## config.mk

```make
export PLATFORM = sky130hd
export DESIGN_NAME = ram_operand_fetch
export DESIGN_NICKNAME = d
export VERILOG_FILES = /design/src/rtl/ram_operand_fetch.sv
export SDC_FILE = /design/constraint.sdc
export NUM_CORES = 1
export LEC_CHECK = 0
export BUFFER_PORTS_ARGS = -buffer_cell sky130_fd_sc_hd__buf_4
export CORE_ASPECT_RATIO = 1.1
export CORE_MARGIN = 8
export CORE_UTILIZATION = 30
export DETAILED_ROUTE_END_ITERATION = 16
export GPL_TIMING_DRIVEN = 1
export SYNTH_ARGS = -nofsm -noshare
export SYNTH_HDL_FRONTEND = slang
export SYNTH_SLANG_ARGS = --single-unit
export TNS_END_PERCENT = 50
```

## constraint.sdc

```tcl
create_clock -name Clock -period 1.4 [get_ports Clock]
set_input_delay 0.14 -clock Clock [delete_from_list [all_inputs] [get_ports Clock]]
set_output_delay 0.14 -clock Clock [all_outputs]
set_load 0.03 [all_outputs]
```

## src/rtl/ram_operand_fetch.sv

```systemverilog
// Operand fetch controller for the dual-read-port data RAM: issues both reads, captures the
// one-cycle-latency data (with same-address write forwarding), and registers write-backs onto the RAM.
module ram_operand_fetch #(
  parameter int DATA_WIDTH = 96,
  parameter int ADDR_WIDTH = 7
) (
  input  logic                  Clock,
  input  logic                  Reset,
  input  logic                  iRequest,
  input  logic [ADDR_WIDTH-1:0] iSrcAddr0,
  input  logic [ADDR_WIDTH-1:0] iSrcAddr1,
  output logic                  oReady,
  output logic                  oOperandsValid,
  output logic [DATA_WIDTH-1:0] oOperand0,
  output logic [DATA_WIDTH-1:0] oOperand1,
  input  logic                  iAccept,
  input  logic                  iWbValid,
  input  logic [ADDR_WIDTH-1:0] iWbAddr,
  input  logic [DATA_WIDTH-1:0] iWbData,
  output logic                  oRamWriteEnable,
  output logic [ADDR_WIDTH-1:0] oRamWriteAddress,
  output logic [DATA_WIDTH-1:0] oRamWriteData,
  output logic [ADDR_WIDTH-1:0] oRamReadAddress0,
  output logic [ADDR_WIDTH-1:0] oRamReadAddress1,
  input  logic [DATA_WIDTH-1:0] iRamDataOut0,
  input  logic [DATA_WIDTH-1:0] iRamDataOut1
);

  typedef enum logic [1:0] {
    IDLE,
    ISSUE,
    CAPTURE,
    VALID
  } state_t;

  state_t                  state;
  logic                    fwd0;
  logic                    fwd1;
  logic [DATA_WIDTH-1:0]   fwd_data;

  always_ff @(posedge Clock or negedge Reset) begin
    if (!Reset) begin
      state            <= IDLE;
      oReady           <= 1'b1;
      oOperandsValid   <= 1'b0;
      oOperand0        <= '0;
      oOperand1        <= '0;
      oRamWriteEnable  <= 1'b0;
      oRamWriteAddress <= '0;
      oRamWriteData    <= '0;
      oRamReadAddress0 <= '0;
      oRamReadAddress1 <= '0;
      fwd0             <= 1'b0;
      fwd1             <= 1'b0;
      fwd_data         <= '0;
    end else begin
      oRamWriteEnable <= iWbValid;
      if (iWbValid) begin
        oRamWriteAddress <= iWbAddr;
        oRamWriteData    <= iWbData;
      end

      case (state)
        IDLE: begin
          if (iRequest) begin
            oRamReadAddress0 <= iSrcAddr0;
            oRamReadAddress1 <= iSrcAddr1;
            oReady           <= 1'b0;
            state            <= ISSUE;
          end
        end
        // The write on the port now commits on the same edge the RAM samples our read,
        // so the read returns stale data; remember it for substitution in CAPTURE.
        ISSUE: begin
          fwd0     <= oRamWriteEnable && (oRamWriteAddress == oRamReadAddress0);
          fwd1     <= oRamWriteEnable && (oRamWriteAddress == oRamReadAddress1);
          fwd_data <= oRamWriteData;
          state    <= CAPTURE;
        end
        CAPTURE: begin
          oOperand0      <= fwd0 ? fwd_data : iRamDataOut0;
          oOperand1      <= fwd1 ? fwd_data : iRamDataOut1;
          oOperandsValid <= 1'b1;
          state          <= VALID;
        end
        VALID: begin
          if (iAccept) begin
            oOperandsValid <= 1'b0;
            oReady         <= 1'b1;
            state          <= IDLE;
          end
        end
        default: begin
          oOperandsValid <= 1'b0;
          oReady         <= 1'b1;
          state          <= IDLE;
        end
      endcase
    end
  end

endmodule

```

Yosys cells after proc, flatten, opt, wreduce, memory -nomap -nowiden
Cells that the tools add are included.
{"block": "totals", "register_bits": 412, "inputBits": 314, "out_inout_bits": 312, "word_cells": 39}
{"block": "classes", "n_eq_ne": 7, "n_mux": 10, "reduce_logical": 9}
{"op": "2-to-1 mux 96 bit", "n": 2}
{"op": "== test 7 bit", "n": 2}
{"op": "one-hot mux 2 bit (4 select lines)", "n": 1}
{"op": "AND reduction 2 bit", "n": 3}
{"op": "== test 2 bit, second input constant", "n": 2}
{"op": "2-to-1 mux 2 bit", "n": 2}
{"op": "inequality test 2 bit, second input constant", "n": 2}
{"op": "one-hot mux 1 bit (2 select lines)", "n": 2}
{"op": "nonzero test 2 bit", "n": 2}
{"op": "2-to-1 mux 1 bit", "n": 3}
{"op": "AND reduction 3 bit", "n": 1}
{"op": "== test 2 x 1 -> 1 bit, second input constant", "n": 1}
{"op": "logical AND 1 bit", "n": 2}
{"op": "zero test 2 bit", "n": 1}

Depth between registers and ports, before layout
Gate-level depths: netlist of the first run.
{"block": "depth", "word_depth": 3, "ltp_mapped": 7, "depth_no_buf": 4}

Least setup slack after synthesis of the first run
No wires, ideal clock.
{"block": "synth_path", "path_type": "register to register", "startpoint": "register state[0]", "endpoint": "register oRamReadAddress0[0]", "t_arrival_ns": 1.365, "t_required_ns": 1.275, "path_slack_ns": -0.090, "stages_incl_launch_ff": 6, "n_path_buf": 1, "period_less_slack_ns": 1.490, "cell_sequence": "dfrtp_1 -> inv_1 -> ha_1 -> nand2_1 -> buf_2 -> mux2_2"}
{"block": "synth_via", "elab_chain_cells": 2}
{"item": "start: declaration", "line": "36", "text": "state_t state;"}
{"item": "start signal: assignment", "line": "43", "text": "state <= IDLE;"}
{"item": "start signal: assignment", "line": "69", "text": "state <= ISSUE;"}
{"item": "start signal: assignment", "line": "78", "text": "state <= CAPTURE;"}
{"item": "zero test 2 bit", "line": "63", "text": "case (state)"}
{"item": "AND reduction 2 bit (no source line)"}
{"item": "end signal: assignment", "line": "66", "text": "oRamReadAddress0 <= iSrcAddr0;"}
{"item": "end: declaration", "line": "23", "text": "output logic [ADDR_WIDTH-1:0] oRamReadAddress0,"}
No other way between the ends.
A chain may end at the register's enable or synchronous reset.

Worst setup path after layout of the first run
{"block": "layout_path", "startpoint": "register state[1]", "endpoint": "register oOperand0[26]"}
{"block": "layout_via", "elab_chain_cells": 1}
{"item": "== test 2 bit", "line": "63"}
{"item": "end signal: assignment", "line": "81", "text": "oOperand0 <= fwd0 ? fwd_data : iRamDataOut0;"}
{"item": "end: declaration", "line": "14", "text": "output logic [DATA_WIDTH-1:0] oOperand0,"}
No other way between the ends.

==> impl_metrics.tcl, run 1 <==
set metrics [dict create \
    post-route-drc-count 0 \
    max-cap-violations 0 \
    avgSynthCellArea_um2 12.91 \
    routedWlPerCell_um 21.88 \
    cts_tree "built" \
    antenna_found_initial 7 \
    die_h_um 267.0 \
    layout-drive-gt1-share_pct 44.45 \
    dpl_worst_slack_ns -0.1524 \
    synth_seq_cells 412 \
    startpoint "state[1]$_DFFE_PN0P_" \
    leakage_nw 12.71 \
    max_stage_delay_ns 0.38 \
    reg2reg_depth 7 \
    grt_pass1_vias 16359 \
    ys_top_cells_by_count "411 x dfrtp_1, 214 x mux2_2, 195 x a21oi_1" \
    syn_nets 1649 \
    rsz0062_at_grt "yes" \
    synth_area_leaders "dfrtp_1 60%, mux2_2 14%, mux2i_1 11%" \
    slew_headroom_pct 63.23 \
    cp_cell_sequence "buf_4 -> buf_4 -> ha_4 -> buf_12 -> clkbuf_16 -> nor2_1 -> a21oi_1" \
    syn_to_final_growth_pct 68.73 \
    fillCellCount 4771 \
    grt_max_degree 53 \
    crit_top_cell "buf_4" \
    cts_buffer_depth 3 \
    syn_inst 1331 \
    synth_top_cell_area_share_pct 59.87 \
    worstPathRequired_ns 1.84 \
    cp-end-kind "flip-flop" \
    pwr_density_cell_nw_per_um2 2107 \
    holdWs_ns 0.1064 \
    synth_most_common_cell "dfrtp_1" \
    drv_slew 0 \
    arrival_ns 2.08 \
    setup-violations-final 272 \
    violations "negative setup slack" \
    synth_edf_count 0 \
    final_core_util_pct 50.87 \
    vdd_ir_drop_max_v 0.001218 \
    critPathMaxFanout 33 \
    fin_crit_sh_pct 117.2 \
    grt.total_usage_pct 19.77 \
    fmax_mhz 609.5 \
    drt_iter0_markers 714 \
    ant_nets 0 \
    port_buffers 625 \
    path_class "reg2reg" \
    avgViaCountPerCell 4.703 \
    yosys_warnings 0 \
    root_buffer "clkbuf_16" \
    wirelength_um 68780 \
    r2r_slack_ns -0.24 \
    ioPinCount 626 \
    core-area_um2 56980 \
    worst_slack_ns -0.2406 \
    nets 2672 \
    crit_path_end "oOperand0[26]$_DFFE_PN0P_" \
    synth_area_um2 17180 \
    cts_made_buffers 45 \
    start_kind "flip-flop" \
    gp_congestion 0.8502 \
    htreeDepth 2 \
    clock_latency_ns 0.57 \
    cts_sinks 412 \
    die_w_um 244.2 \
    rr_startpoint "state[1]$_DFFE_PN0P_" \
    fin_cells 3144 \
    ys_async_sr_fraction_pct 100.0 \
    synth-main-ff-cell "dfrtp_1" \
    path_clk_slew_ns 0.06 \
    timing.rr.end "oOperand0[26]$_DFFE_PN0P_" \
    drtPass1Iterations 6 \
    grt_overflow 0 \
    via_count 14785 \
    yosysTopAreaCell "dfrtp_1" \
    grt_pass1_wl_um 100500 \
    place_inst 2723 \
    synth_cell_types 20 \
    start_util_pct 30.15 \
    rows 92 \
    hold_path.class "in2async" \
    hpwlAfterDp_um 47980 \
    skew_ns 0.02097 \
    status "finished, violations left" \
    tightestPinTransition_ns 0.5516 \
    hold_viol_final 0 \
    die-area_um2 65180 \
    yosysSeqAreaShare_pct 60.03 \
    crit_slowest_cell "dfrtp_1" \
    fin_crit_ns 1.641 \
]
[logic make-up after synthesis]
logic type               Yosys count  share of synthesized area [%]
multiplexers                     407                          25.27
adder cells (fa/ha/maj)            4                         0.2914
flip-flops                       412                          60.03
AND/OR/NAND/NOR                  201                          4.450
buffers and inverters             94                          3.365
XOR/XNOR                          14                         0.7138
AO/OA/AOI/OAI                    199                          5.878
[final cells by class]
type                            count  area, µm²  share of cell area [%]
Inverter                            6      25.02                 0.08634
Clock inverter                     11      120.1                  0.4144
Timing Repair Buffer             1064       9694                   33.45
Multi-Input combinational cell    825       6482                   22.37
Clock buffer                       71       1394                   4.809
Antenna cell                        3      7.507                 0.02590
Sequential cell                   412      10320                   35.61
Tap cell                          752      940.9                   3.246
[repair_timing]
action,CTS,global route
resized for setup,39,43
pin swaps,2,1
hold buffers,312,0
cloned,6,11
endpoints found under the hold margin,723,0
endpoints found under the setup margin,288,291
buffers inserted,5,2
[per-stage QoR]
stage          area [µm²]  power [mW]  TNS (ns)
2_1_floorplan       17190       34.12    -1.188
3_3_place_gp        23510       44.69    -13.03
3_5_place_dp        23510       45.26    -19.35
4_1_cts             28520       59.72    -17.73
5_1_grt             28980       64.01    -37.29
6_report            28980       61.06    -22.58
[how the worst min path moves through the flow]
| stage | from | endpoint | cells after the start |
|---|---|---|---|
| 2_1_floorplan | Reset | fwd0$_DFFE_PN0N_ | 0 |
| 3_3_place_gp | Reset | oOperand0[20]$_DFFE_PN0P_ | 1 |
| 3_5_place_dp | Reset | oOperand1[19]$_DFFE_PN0P_ | 1 |
| 4_1_cts | iWbValid | oRamWriteEnable$_DFF_PN0_ | 2 |
| 5_1_grt | iWbValid | oRamWriteEnable$_DFF_PN0_ | 2 |
| 6_report | Reset | oOperand0[20]$_DFFE_PN0P_ | 2 |
[power breakdown]
| group | switching [mW] | total (mW) | internal, mW |
|---|---|---|---|
| clock network | 4.87 | 12.1 | 7.19 |
| registers | 3.97 | 20.7 | 16.7 |
| logic | 15.6 | 28.3 | 12.7 |
| total | 24.4 | 61.1 | 36.6 |
[routing by layer]
metal  track usage (%)  vias up  routed length, µm
li1                  -     6708                  -
met1             22.59     7340              26210
met2             35.28      540              35710
met3             4.012      195               3365
met4             9.054        2               3478
met5                 0        -                 13
[state kept, by name, summed over array words and instances, names as in the netlist]
signal,flops
fwd1,1
oOperand1,96
fwd0,1
oOperand0,96
state,2
oOperandsValid,1
oReady,1
oRamReadAddress0,7
oRamWriteData,96
oRamWriteAddress,7
fwd_data,96
oRamWriteEnable,1
oRamReadAddress1,7
[worst max-delay path: cells and delay by family, from the launching register on]
kind | cells | cell delay (ns)
simple gates | 1 | 0.16
fa+ha+maj | 1 | 0.17
flops | 1 | 0.38
buf+inv | 4 | 0.67
compound gates | 1 | 0.07
[layout by cell type, fill, tap and decap left out, drive strengths merged, types with 8 or more instances in the layout]
cell,n
mux2i,193
inv,8
xnor2,14
mux2,214
dfrtp,411
dlygate4sd3,312
clkbuf,82
a21oi,195
buf,741
nor2,193
No activity file was read; power rests on OpenSTA's default activity.
==> run 2, diff against run 1 <==
--- a/config.mk
+++ b/config.mk
@@ -6,10 +6,9 @@
 export NUM_CORES = 1
 export LEC_CHECK = 0
 export BUFFER_PORTS_ARGS = -buffer_cell sky130_fd_sc_hd__buf_4
-export CORE_ASPECT_RATIO = 1.1
-export CORE_MARGIN = 8
-export CORE_UTILIZATION = 30
+export CORE_AREA = 8 8 236 238
 export DETAILED_ROUTE_END_ITERATION = 16
+export DIE_AREA = 0 0 244 246
 export GPL_TIMING_DRIVEN = 1
 export SYNTH_ARGS = -nofsm -noshare
 export SYNTH_HDL_FRONTEND = slang
==> impl_metrics.tcl, run 2 (same netlist as run 1, synthesis figures left out) <==
set metrics [dict create \
    die_h_um 246 \
    ant_nets 0 \
    skew_ns 0.01837 \
    arrival_ns 1.93 \
    rsz0062_at_grt "yes" \
    fmax_mhz 673.0 \
    root_buffer "clkbuf_16" \
    cts_buffer_depth 3 \
    avgViaCountPerCell 4.797 \
    gp_congestion 0.8623 \
    grt.total_usage_pct 21.06 \
    grt_pass1_wl_um 98830 \
    violations "negative setup slack" \
    fillCellCount 4193 \
    startpoint "state[1]$_DFFE_PN0P_" \
    die-area_um2 60020 \
    drv_slew 0 \
    placed_cell_area_um2 23540 \
    gr-usage-met1_pct 25.23 \
    setup-violations-final 176 \
    pwr_density_cell_nw_per_um2 2123 \
    leakage_nw 12.84 \
    hold_viol_final 0 \
    path_clk_slew_ns 0.06 \
    hpwlAfterDp_um 47960 \
    seqCellArea_um2 10330 \
    drt_iter0_markers 674 \
    grt.busiest_layer "met2" \
    slew_headroom_pct 66.90 \
    tightestPinTransition_ns 0.4965 \
    wirelength_um 67300 \
    final_cell_mix "675 x buf_4, 402 x dfrtp_1, 313 x dlygate4sd3_1" \
    layout-drive-gt1-share_pct 46.06 \
    grt_max_degree 48 \
    start_util_pct 33.02 \
    clock_latency_ns 0.57 \
    post-route-drc-count 0 \
    p_total_mw 61.83 \
    core-area_um2 52020 \
    finalSetupTns_ns -5.639 \
    cp-end-kind "flip-flop" \
    routedWlPerCell_um 21.85 \
    r2r_slack_ns -0.09 \
    fin_crit_sh_pct 106.1 \
    htreeDepth 2 \
    start_kind "flip-flop" \
    via_count 14774 \
    holdWs_ns 0.09407 \
    vdd_ir_drop_max_v 0.001345 \
    fin_crit_ns 1.486 \
    dpl_worst_slack_ns -0.1191 \
    cts_tree "built" \
    final_common_cell "buf_4" \
    grt_pass1_vias 16044 \
    finalInstanceArea_um2 29120 \
    crit_slowest_cell "dfrtp_1" \
    antenna_found_initial 4 \
    cts_made_buffers 47 \
    status "finished, violations left" \
    cts_sinks 412 \
    path_class "reg2reg" \
    drtPass1Iterations 5 \
    use_met3_pct 3.909 \
    ioPinCount 626 \
    multi_input_area_um2 6775 \
    grt_overflow 0 \
    worst_slack_ns -0.08597 \
    critPathMaxFanout 3 \
    syn_to_final_growth_pct 69.55 \
    hold_path.class "in2async" \
    cp_cell_sequence "buf_4 -> ha_2 -> nor2b_2 -> a21oi_2 -> mux2_4" \
    max-cap-violations 0 \
    port_buffers 625 \
    nets 2672 \
    die_w_um 244 \
    grtUsageMet2_pct 36.37 \
    rr_startpoint "state[1]$_DFFE_PN0P_" \
    rows 84 \
    max_stage_delay_ns 0.40 \
    worstPathRequired_ns 1.84 \
]
[run 2: report_power, final]
part / internal, mW / switching, mW / leakage [nW]
clock: 7.09 / 4.96 / 0.741
sequential: 16.7 / 4.02 / 4.66
combinational: 13.4 / 15.6 / 7.44
total: 37.2 / 24.6 / 12.8
[run 2: area by class of cell]
cell class | count | share of cell area, %
Sequential cell | 412 | 35.46
Tap cell | 688 | 2.956
Antenna cell | 4 | 0.03437
Clock inverter | 13 | 0.4597
Timing Repair Buffer | 1062 | 33.07
Clock buffer | 70 | 4.683
Multi-Input combinational cell | 825 | 23.26
Inverter | 6 | 0.07733
[run 2: routing by layer]
layer,up-vias,share of wire (%)
met4,2,5.0
met3,177,4.5
met5,-,0.018
met2,512,51
met1,7376,39
li1,6707,-
[run 2: worst max-delay path: cells and delay by family (launching register included)]
family / cells / cell delay (ns)
mux: 1 / 0.32
buf+inv: 1 / 0.16
fa+ha+maj: 1 / 0.18
compound gates: 1 / 0.15
flops: 1 / 0.40
simple gates: 1 / 0.17
[run 2: final timing paths]
kind	to	cells after the start
setup / recovery	state[1]$_DFFE_PN0P_	5
max in group asynchronous	state[0]$_DFFE_PN0P_	3
setup reg to reg	state[1]$_DFFE_PN0P_	5
min in group Clock	oRamWriteData[79]$_DFFE_PN0P_	3
hold reg to reg	oOperand0[76]$_DFFE_PN0P_	2
hold / removal	fwd_data[15]$_DFFE_PN0N_	2
[run 2: per-stage QoR]
step | util [%] | cells
after CTS | 54.85 | 3062
after detailed placement | 45.24 | 2660
final | 55.98 | 3080
after global routing | 55.98 | 3079
after global placement | 45.24 | 2660
after floorplan | - | 1331
[run 2: repair_timing]
item | in CTS | in global routing
setup buffers | 4 | 6
gates resized for setup | 74 | 84
setup endpoints to repair | 253 | 292
hold buffers | 313 | 0
hold endpoints to repair | 724 | 0
pin swaps | 0 | 3
gates cloned | 2 | 8
==> run 3, diff against run 2 <==
--- a/config.mk
+++ b/config.mk
@@ -5,11 +5,14 @@
 export SDC_FILE = /design/constraint.sdc
 export NUM_CORES = 1
 export LEC_CHECK = 0
+export ABC_AREA = 1
 export BUFFER_PORTS_ARGS = -buffer_cell sky130_fd_sc_hd__buf_4
-export CORE_AREA = 8 8 236 238
+export CORE_AREA = 8 8 238 240
+export CTS_CLUSTER_SIZE = 30
 export DETAILED_ROUTE_END_ITERATION = 16
-export DIE_AREA = 0 0 244 246
+export DIE_AREA = 0 0 246 248
 export GPL_TIMING_DRIVEN = 1
+export RECOVER_POWER = 100
 export SYNTH_ARGS = -nofsm -noshare
 export SYNTH_HDL_FRONTEND = slang
 export SYNTH_SLANG_ARGS = --single-unit
==> impl_metrics.tcl, run 3 <==
set metrics [dict create \
    layout-drive-gt1-share_pct 33.11 \
    clock_latency_ns 0.57 \
    max-cap-violations 0 \
    grt_pass1_wl_um 104800 \
    reg2reg_depth 6 \
    grt_pass1_vias 18009 \
    final_cell_mix "718 x nand2_1, 563 x buf_4, 405 x dfrtp_1" \
    critPathMaxFanout 21 \
    port_buffers 625 \
    yosys_warnings 0 \
    skew_ns 0.01667 \
    nets 3137 \
    cp_num_buf_inv 3 \
    cts_made_buffers 47 \
    pwr_density_cell_nw_per_um2 2119 \
    grt_overflow 0 \
    timing.rr.end "oOperand0[55]$_DFFE_PN0P_" \
    r2r_slack_ns -0.01 \
    drv_slew 0 \
    post-route-drc-count 0 \
    worstPathRequired_ns 1.90 \
    ant_nets 0 \
    synth_area_leaders "dfrtp_1 59%, nand2_1 16%, o211ai_1 8.2%" \
    synth_area_um2 17560 \
    core-area_um2 53070 \
    ioPinCount 626 \
    path_clk_slew_ns 0.06 \
    rr_startpoint "state[0]$_DFFE_PN0P_" \
    fin_crit_ns 1.415 \
    fmax_mhz 706.8 \
    setup-violations-final 2 \
    grt_max_degree 71 \
    holdWs_ns 0.02103 \
    status "finished, violations left" \
    antenna_found_initial 2 \
    cts_sinks 412 \
    via_count 17090 \
    root_buffer "clkbuf_16" \
    arrival_ns 1.91 \
    hpwlAfterDp_um 49690 \
    synth_most_common_cell "nand2_1" \
    tightestPinTransition_ns 0.7798 \
    vdd_ir_drop_max_v 0.001195 \
    fin_crit_sh_pct 101.1 \
    finalSetupTns_ns -0.01843 \
    synth_top_cell_area_share_pct 58.58 \
    die-area_um2 61010 \
    drt_iter0_markers 1071 \
    drtPass1Iterations 5 \
    leakage_nw 13.84 \
    wirelength_um 70110 \
    cts_tree "built" \
    rows 85 \
    slew_headroom_pct 48.01 \
    die_h_um 248 \
    max_stage_delay_ns 0.38 \
    gp_congestion 0.9177 \
    syn_to_final_growth_pct 62.00 \
    yosysSeqAreaShare_pct 58.73 \
    path_class "reg2reg" \
    synth_edf_count 0 \
    crit_slowest_cell "dfrtp_1" \
    final_core_util_pct 53.59 \
    avgSynthCellArea_um2 9.625 \
    violations "negative setup slack" \
    die_w_um 246 \
    final_common_cell "nand2_1" \
    start_util_pct 33.08 \
    start_kind "flip-flop" \
    avgViaCountPerCell 4.810 \
    htreeDepth 2 \
    worst_slack_ns -0.01477 \
    hold_path.class "in2async" \
    syn_inst 1824 \
    cts_buffer_depth 3 \
    synth_cell_types 22 \
    cp-end-kind "flip-flop" \
    cp_cell_sequence "inv_2 -> ha_4 -> buf_12 -> buf_4 -> o211ai_1 -> nand2_1" \
    ys_async_sr_fraction_pct 100.0 \
    routedWlPerCell_um 19.73 \
    hold_viol_final 0 \
    synth_seq_cells 412 \
    cpLargestDelayFamily "buffers and inverters" \
    synth-main-ff-cell "dfrtp_1" \
    rsz0062_at_grt "yes" \
    ys_top_cells_by_count "725 x nand2_1, 411 x dfrtp_1, 192 x o211ai_1" \
    grt.total_usage_pct 21.82 \
    syn_nets 2142 \
    yosysTopAreaCell "dfrtp_1" \
]
==> run 3: cell types whose count changed in the layout (fill, tap and decap cells not counted), sizes merged, moves of 6 or more <==
cell / change
a21oi: -179
inv: +120
o21ai: +107
xnor2: -12
mux2: -116
nor2: -175
nand2: +723
clkbuf: +129
mux2i: -193
o211ai: +192
buf: -134
bufinv: +6
==> run 3: worst max-delay path by stage <==
stage | startpoint | end | cells past startpoint
after global routing | state[1]$_DFFE_PN0P_ | fwd0$_DFFE_PN0N_ | 8
after CTS | oReady$_DFFE_PN1P_ | oReady | 1
final | state[0]$_DFFE_PN0P_ | oOperand0[55]$_DFFE_PN0P_ | 6
after detailed placement | state[1]$_DFFE_PN0P_ | oRamReadAddress1[2]$_DFFE_PN0P_ | 7
after global placement | state[1]$_DFFE_PN0P_ | oRamReadAddress1[5]$_DFFE_PN0P_ | 7
after floorplan | state[0]$_DFFE_PN0P_ | oOperand0[67]$_DFFE_PN0P_ | 7
==> run 3: power by group <==
part           internal (mW)  total [mW]  switching, mW  leakage, nW
registers               16.6        19.4           2.77         4.99
logic                   9.83        27.4           17.6         8.01
clock network           8.42        13.5           5.05        0.842
==> run 3: layout make-up <==
| class | instances | area (µm²) |
|---|---|---|
| Timing Repair Buffer | 1066 | 8936 |
| Tap cell | 696 | 870.8 |
| Inverter | 126 | 480.5 |
| Clock buffer | 65 | 1396 |
| Antenna cell | 3 | 7.507 |
| Fill cell | 4586 | 24630 |
| Clock inverter | 19 | 305.3 |
| Sequential cell | 412 | 10320 |
| Multi-Input combinational cell | 1166 | 6122 |
==> run 3: repair_timing <==
item / CTS / global route
hold endpoints to repair: 726 / 0
hold buffers: 317 / 0
cloned: 1 / 8
setup endpoints to repair: 73 / 218
pin swaps: 2 / 29
gates resized for setup: 14 / 58
setup buffers: 4 / 4
==> run 3: logic make-up after synthesis <==
logic type	count (synthesis)	share of synthesized area, %
XOR/XNOR	2	0.09979
buffers and inverters	246	6.834
adder cells (fa/ha/maj)	4	0.2851
multiplexers	98	6.286
flip-flops	412	58.73
AND/OR/NAND/NOR	747	16.01
AO/OA/AOI/OAI	315	11.76
==> run 3: worst register-to-register path, delay by kind of cell, from the launching register on <==
| family | cells | cell delay, ns |
|---|---|---|
| AO/OA/AOI/OAI | 1 | 0.12 |
| AND/OR/NAND/NOR | 1 | 0.08 |
| buffers and inverters | 3 | 0.54 |
| adder cells (fa/ha/maj) | 1 | 0.22 |
| flip-flops | 1 | 0.38 |
==> run 3: metrics by stage <==
stage / std cells / area, µm² / power, mW / setup WS [ns]
after detailed placement: 3132 / 23630 / 45.71 / -0.07749
after floorplan: 1824 / 17560 / 34.22 / 0.08984
after global routing: 3552 / 28440 / 63.66 / -0.05993
final: 3553 / 28440 / 60.27 / -0.01477
after CTS: 3538 / 28620 / 60.66 / -0.04966
after global placement: 3132 / 23630 / 45.25 / -0.03230
==> run 3: routing by layer <==
layer | up-vias | global-route usage [%] | share of wire, %
li1 | 7946 | - | -
met2 | 741 | 36.57 | 49
met5 | - | 0 | 0
met1 | 8217 | 26.82 | 39
met4 | 0 | 9.355 | 4.2
met3 | 186 | 4.982 | 7.2
